File: src/rtl/led_matrix_decoder.sv
// Captures a time-multiplexed RGB pixel stream into a 16x8 back buffer per window
// and scans the front buffer out row by row. Optional LED_MATRIX_DECODER_STABLE_FILTER_EN.
module led_matrix_decoder #(
  parameter int FRAME_CYCLES = 262144,
  parameter int ROW_DWELL    = 2000
) (
  input  logic       CLK,
  input  logic       RSTn,
  input  logic [9:0] PIX_IN,
  output logic [3:0] ROW_SEL,
  output logic       ROW_EN,
  output logic [7:0] COL_R,
  output logic [7:0] COL_G,
  output logic [7:0] COL_B,
  output logic       FRAME_TICK,
  output logic [7:0] PIX_CNT
);

  localparam logic [19:0] WIN_LAST   = 20'(FRAME_CYCLES - 1);
  localparam logic [11:0] DWELL_LAST = 12'(ROW_DWELL - 1);

  typedef enum logic {BLANK, SHOW} state_t;

  logic [9:0]             s1_q, s1_d;
  logic                   accept;
  logic                   wr_en;
  logic [3:0]             wr_row;
  logic [2:0]             wr_col;
  logic [2:0]             wr_rgb;
  logic                   wrap;
  logic [19:0]            win_q, win_d;
  logic [15:0][7:0][2:0]  back_q, back_d;
  logic [15:0][7:0][2:0]  front_q, front_d;
  logic [7:0]             back_cnt_q, back_cnt_d;
  logic [7:0]             pix_cnt_q, pix_cnt_d;
  logic                   tick_q, tick_d;
  state_t                 state_q, state_d;
  logic [3:0]             row_q, row_d;
  logic [11:0]            dwell_q, dwell_d;
  logic                   en_q, en_d;
  logic [7:0]             col_r_q, col_r_d;
  logic [7:0]             col_g_q, col_g_d;
  logic [7:0]             col_b_q, col_b_d;

`ifdef LED_MATRIX_DECODER_STABLE_FILTER_EN
  logic [9:0] s2_q, s2_d;

  always_comb begin
    s2_d   = s1_q;
    accept = (s1_q == s2_q);
  end

  always_ff @(posedge CLK or negedge RSTn) begin
    if (!RSTn) s2_q <= '0;
    else       s2_q <= s2_d;
  end
`else
  always_comb accept = 1'b1;
`endif

  always_comb begin
    s1_d   = PIX_IN;
    wr_rgb = s1_q[9:7];
    wr_row = s1_q[6:3];
    wr_col = s1_q[2:0];
    wr_en  = accept && (wr_rgb != 3'b000);
    wrap   = (win_q == WIN_LAST);
    win_d  = wrap ? '0 : win_q + 20'd1;
  end

  // Swap happens first so a write in the wrap cycle lands in the freshly cleared buffer.
  always_comb begin
    front_d    = front_q;
    pix_cnt_d  = pix_cnt_q;
    back_d     = back_q;
    back_cnt_d = back_cnt_q;
    tick_d     = wrap;
    if (wrap) begin
      front_d    = back_q;
      pix_cnt_d  = back_cnt_q;
      back_d     = '0;
      back_cnt_d = '0;
    end
    if (wr_en) begin
      if (back_d[wr_row][wr_col] == 3'b000 && back_cnt_d != 8'd128)
        back_cnt_d = back_cnt_d + 8'd1;
      back_d[wr_row][wr_col] = back_d[wr_row][wr_col] | wr_rgb;
    end
  end

  always_comb begin
    state_d = state_q;
    row_d   = row_q;
    dwell_d = dwell_q;
    case (state_q)
      BLANK: begin
        state_d = SHOW;
        dwell_d = '0;
      end
      SHOW: begin
        if (dwell_q == DWELL_LAST) begin
          state_d = BLANK;
          row_d   = row_q + 4'd1;
          dwell_d = '0;
        end else begin
          dwell_d = dwell_q + 12'd1;
        end
      end
      default: state_d = BLANK;
    endcase
  end

  // Drive registers are loaded from next-state values so they line up with ROW_SEL.
  always_comb begin
    en_d    = (state_d == SHOW);
    col_r_d = '0;
    col_g_d = '0;
    col_b_d = '0;
    if (en_d) begin
      for (int x = 0; x < 8; x++) begin
        col_r_d[x] = front_d[row_d][x][2];
        col_g_d[x] = front_d[row_d][x][1];
        col_b_d[x] = front_d[row_d][x][0];
      end
    end
  end

  always_ff @(posedge CLK or negedge RSTn) begin
    if (!RSTn) begin
      s1_q       <= '0;
      win_q      <= '0;
      back_q     <= '0;
      front_q    <= '0;
      back_cnt_q <= '0;
      pix_cnt_q  <= '0;
      tick_q     <= 1'b0;
      state_q    <= BLANK;
      row_q      <= '0;
      dwell_q    <= '0;
      en_q       <= 1'b0;
      col_r_q    <= '0;
      col_g_q    <= '0;
      col_b_q    <= '0;
    end else begin
      s1_q       <= s1_d;
      win_q      <= win_d;
      back_q     <= back_d;
      front_q    <= front_d;
      back_cnt_q <= back_cnt_d;
      pix_cnt_q  <= pix_cnt_d;
      tick_q     <= tick_d;
      state_q    <= state_d;
      row_q      <= row_d;
      dwell_q    <= dwell_d;
      en_q       <= en_d;
      col_r_q    <= col_r_d;
      col_g_q    <= col_g_d;
      col_b_q    <= col_b_d;
    end
  end

  assign ROW_SEL    = row_q;
  assign ROW_EN     = en_q;
  assign COL_R      = col_r_q;
  assign COL_G      = col_g_q;
  assign COL_B      = col_b_q;
  assign FRAME_TICK = tick_q;
  assign PIX_CNT    = pix_cnt_q;

endmodule

File: config.mk
export PLATFORM = sky130hd
export DESIGN_NAME = led_matrix_decoder
export DESIGN_NICKNAME = d
export VERILOG_FILES = /design/src/rtl/led_matrix_decoder.sv
export SDC_FILE = /design/constraint.sdc
export NUM_CORES = 2
export LEC_CHECK = 0
export BUFFER_PORTS_ARGS = -buffer_cell sky130_fd_sc_hd__buf_2
export CORE_MARGIN = 8
export CORE_UTILIZATION = 30
export CTS_CLUSTER_DIAMETER = 40
export DETAILED_ROUTE_END_ITERATION = 10
export GPL_TIMING_DRIVEN = 0
export PLACE_DENSITY_LB_ADDON = 0.08
export SLEW_MARGIN = 30
export SYNTH_ARGS = -nofsm -noshare
export SYNTH_HDL_FRONTEND = slang
export SYNTH_SLANG_ARGS = --single-unit
File: constraint.sdc
create_clock -name CLK -period 8.7 [get_ports CLK]
set_input_delay 0.435 -clock CLK [delete_from_list [all_inputs] [get_ports CLK]]
set_output_delay 0.435 -clock CLK [all_outputs]
set_load 0.01 [all_outputs]
==> impl_results.md <==
* Post-CTS Resized at 0
* Clk root buf: clkbuf_16
* RD Place Congestion at between 1 and 1.5
* R2r endpoint: back_q[89]$_DFF_PN0_
* CP Max Fanout at 11
* Post-CTS Repair Setup Buffers at 0
* Fin crit share at 63.9%
* HPWL Detailed at 155000 µm
* Synth area leader: dfrtp_1
* Setup crit end kind: flop
* ANT nets after route at 0
* GRT Total Usage at between 20 and 30%
* Initial antenna violation count at 14
* Yosys top cell area share at around 56%
* Dpl cell area at between 40000 and 50000 µm²
* Die width at roughly 370 µm
* Largest net degree at the start of global routing at roughly 110
* Crit path kind: reg -> reg
* Vias per std cell at roughly 5.6
* Clk_lat worst skew at roughly 0.79 ns
* Max cap viols at 0
* Worst setup SP type: flop
* CTS sink count at 856
* Worst-path clk slew at 0.05 ns
* Reg-to-Reg Start: s1_q[4]$_DFF_PN0_
* Yosys reg bits at ~860
* Fillers at about 13000
* Final Instance Area at roughly 47000 µm²
* Top Ports at 50
* Hold Crit Class: in -> async
* Final Hold Viols at 0
* Die area at 140000 µm²
* Slew Limit Fails at 0
* Buffers added on ports at 49
* Starting Density at a little under a third
* Chip Height at about 370 µm
* Clock Tree Buf Depth at 3
* CTS tree: done
* Status: finished, final reports clean
* Mapped Cells at 4147
* Syn_nets at approximately 4200
* Synthesized area at just under 40000 µm²
* WL per Instance at between 30 and 40 µm
* RSZ-0062 raised after global routing: false
* Async SR Flop Fraction at 100%
* Relative slew slack at about 28%
* VDD IR-drop max at between 0.00015 and 0.0002 V
* Synthesized area per cell at a little over 9 µm²
* Most common cell on crit path: clkbuf_1
* Seq/Total Area, Yosys at 55.6%
* Top FF cell, synth: dfrtp_1
* Routed WL at slightly above 200000 µm
* Iter 0 DRT Violations at around 4300
* R2R depth at 13
* Vias in the first global route at about 33000
* Slowest cell on crit path: clkbuf_1
* H-Tree Depth at 4
* Core Region at roughly 130000 µm²
* Final setup violating endpoints at 0
* Crit path cell chain: buf_6, buf_12, buf_2, clkbuf_1, mux4_2, mux2i_1, nand2_1, nand3_1, nand4_1, a21oi_1, clkbuf_2, clkbuf_1, o21ai_0
* Layout area overhead at 22.5%
* PwrDens at 261 nW/µm²
* Post-synth EDFFs at 0
* Tightest Pin Transition at ~1.1 ns
* # nets final at 4409
* Total number of vias at roughly 35000
* Yosys warnings at 0
* Maximum operating frequency at between 150 and 200 MHz
* Main area contributors after synthesis: dfrtp_1, nand2_1, nand3_1
* Crit path required time at approximately 9.3 ns
* Slowest stage delay, CP at approximately 0.84 ns
* Layout cells sized above 1 at approximately a tenth
* Total CTS buffers at approximately 160
* Pre-Repair DR Iteration Count at 6
* # rows at ~130
* Setup TNS at 0 ns
* Final Critical Period at 5.56 ns
* Unique masters post-synth at 60
* WP data arrival at about 6.2 ns
* GRT Residual Overflow at 0
* Internal reg-to-reg setup slack at roughly 3.1 ns
* Residual DRC at 0
* First-pass GRT wire length at roughly 280000 µm
* Leak at 22.0 nW
* Setup Skew at 0.0330 ns
-- worst max-delay path by stage --
stage                                  start                      end  slack [ns]
after floorplan           win_q[0]$_DFF_PN0_  back_cnt_q[7]$_DFF_PN0_        5.31
after global placement                  RSTn   front_q[324]$_DFF_PN0_      -13.27
after detailed placement  win_q[0]$_DFF_PN0_  back_cnt_q[7]$_DFF_PN0_        3.28
after CTS                 win_q[0]$_DFF_PN0_  back_cnt_q[7]$_DFF_PN0_        3.29
after global routing      win_q[0]$_DFF_PN0_  back_cnt_q[7]$_DFF_PN0_        2.95
final                      s1_q[4]$_DFF_PN0_     back_q[89]$_DFF_PN0_        3.14
-- layer usage --
layer	global-route usage [%]	part of all wire, %
met3	8.31	10
met5	0	0.0064
met1	41.1	45
met2	39.7	41
met4	10.1	3.9
-- cell usage in the layout (no fill, tap or decap), types with 18 or more instances in the layout --
cell / count
a22o_1: 29
a22oi_1: 26
buf_2: 63
bufinv_16: 20
clkbuf_1: 251
clkbuf_16: 164
clkbuf_2: 25
clkbuf_8: 20
clkinv_2: 23
clkinvlp_4: 20
dfrtp_1: 856
mux2i_1: 67
mux4_2: 60
nand2_1: 1333
nand3_1: 603
nand4_1: 61
nor2_1: 51
o211ai_1: 193
o21ai_0: 397
xnor2_1: 18
-- Yosys cell counts (all sizes together) (6+ instances only) --
cell,number
nand2,1333
nand3,604
a31oi,6
nor3,14
nor2b,10
mux2i,68
nor4,7
buf,30
xnor2,18
dfrtp,856
nand4,61
xor2,14
a22o,29
nand2b,9
mux4,68
nor2,62
inv,14
and2,7
clkbuf,257
a22oi,26
o21ai,397
o211ai,194
a21oi,6
-- logic make-up (layout without fill, tap and decap cells) --
logic type,Yosys count,count (layout),synth area share (%)
AND/OR/NAND/NOR,2127,2127,23.5
multiplexers,140,140,5.95
XOR/XNOR,32,32,0.727
AO/OA/AOI/OAI,683,683,10.9
adder cells (fa/ha/maj),5,5,0.162
buffers and inverters,304,684,3.16
flip-flops,856,856,55.6
other,0,6,0
-- power by group --
group / total [mW] / leakage [nW] / switching (mW) / internal [mW]
Combinational: 0.902 / 7.64 / 0.577 / 0.324
Clock: 6.56 / 2.72 / 2.32 / 4.24
Sequential: 4.87 / 11.6 / 0.590 / 4.28
Total: 12.3 / 22.0 / 3.49 / 8.85
-- timing repair --
| item | CTS | global route |
|---|---|---|
| hold buffers | 11 | 0 |
| setup endpoints to repair | 0 | 0 |
| endpoints found under the hold margin | 84 | 0 |
-- metrics by stage --
step / hold slack [ns] / std cells / power (mW) / util (%) / worst slack [ns]
detailed placement: 0.400 / 5879 / 5.78 / 32.5 / 3.28
global placement: 0.443 / 5858 / 5.75 / 32.0 / -13.27
global route: 0.233 / 6189 / 12.7 / 37.0 / 2.95
floorplan: 0.139 / 4147 / 5.01 / - / 5.31
CTS: 0.190 / 6188 / 12.4 / 37.0 / 3.29
finish: 0.193 / 6195 / 12.3 / 37.0 / 3.14
-- sequential cells by signal, summed over array words and instances (netlist names), 4 cells and up --
name and cells:
back_cnt_q 8, COL_B 8, COL_G 8, PIX_CNT 8, front_q 384, ROW_SEL 4
dwell_q 12, COL_R 8, s1_q 10, win_q 20, back_q 384
-- area by class of cell --
type / count / area [µm²] / area share, %
Timing Repair Buffer: 82 / 841 / 1.78
Sequential cell: 856 / 21400 / 45.4
Multi-Input combinational cell: 2987 / 16000 / 33.8
Buffer: 287 / 1180 / 2.51
Antenna cell: 6 / 15.0 / 0.0318
Inverter: 17 / 63.8 / 0.135
Clock inverter: 95 / 1190 / 2.52
Tap cell: 1662 / 2080 / 4.40
Clock buffer: 203 / 4450 / 9.43
-- worst max-delay path, delay by kind of cell, from the launching register on --
family                 cells  cell delay, ns
buffers and inverters      6            3.10
AOI/OAI and AO/OA          2            0.48
DFF                        1            0.60
muxes                      2            0.75
and+or+nand+nor            3            0.42
Power figures use the tool's default switching activity.
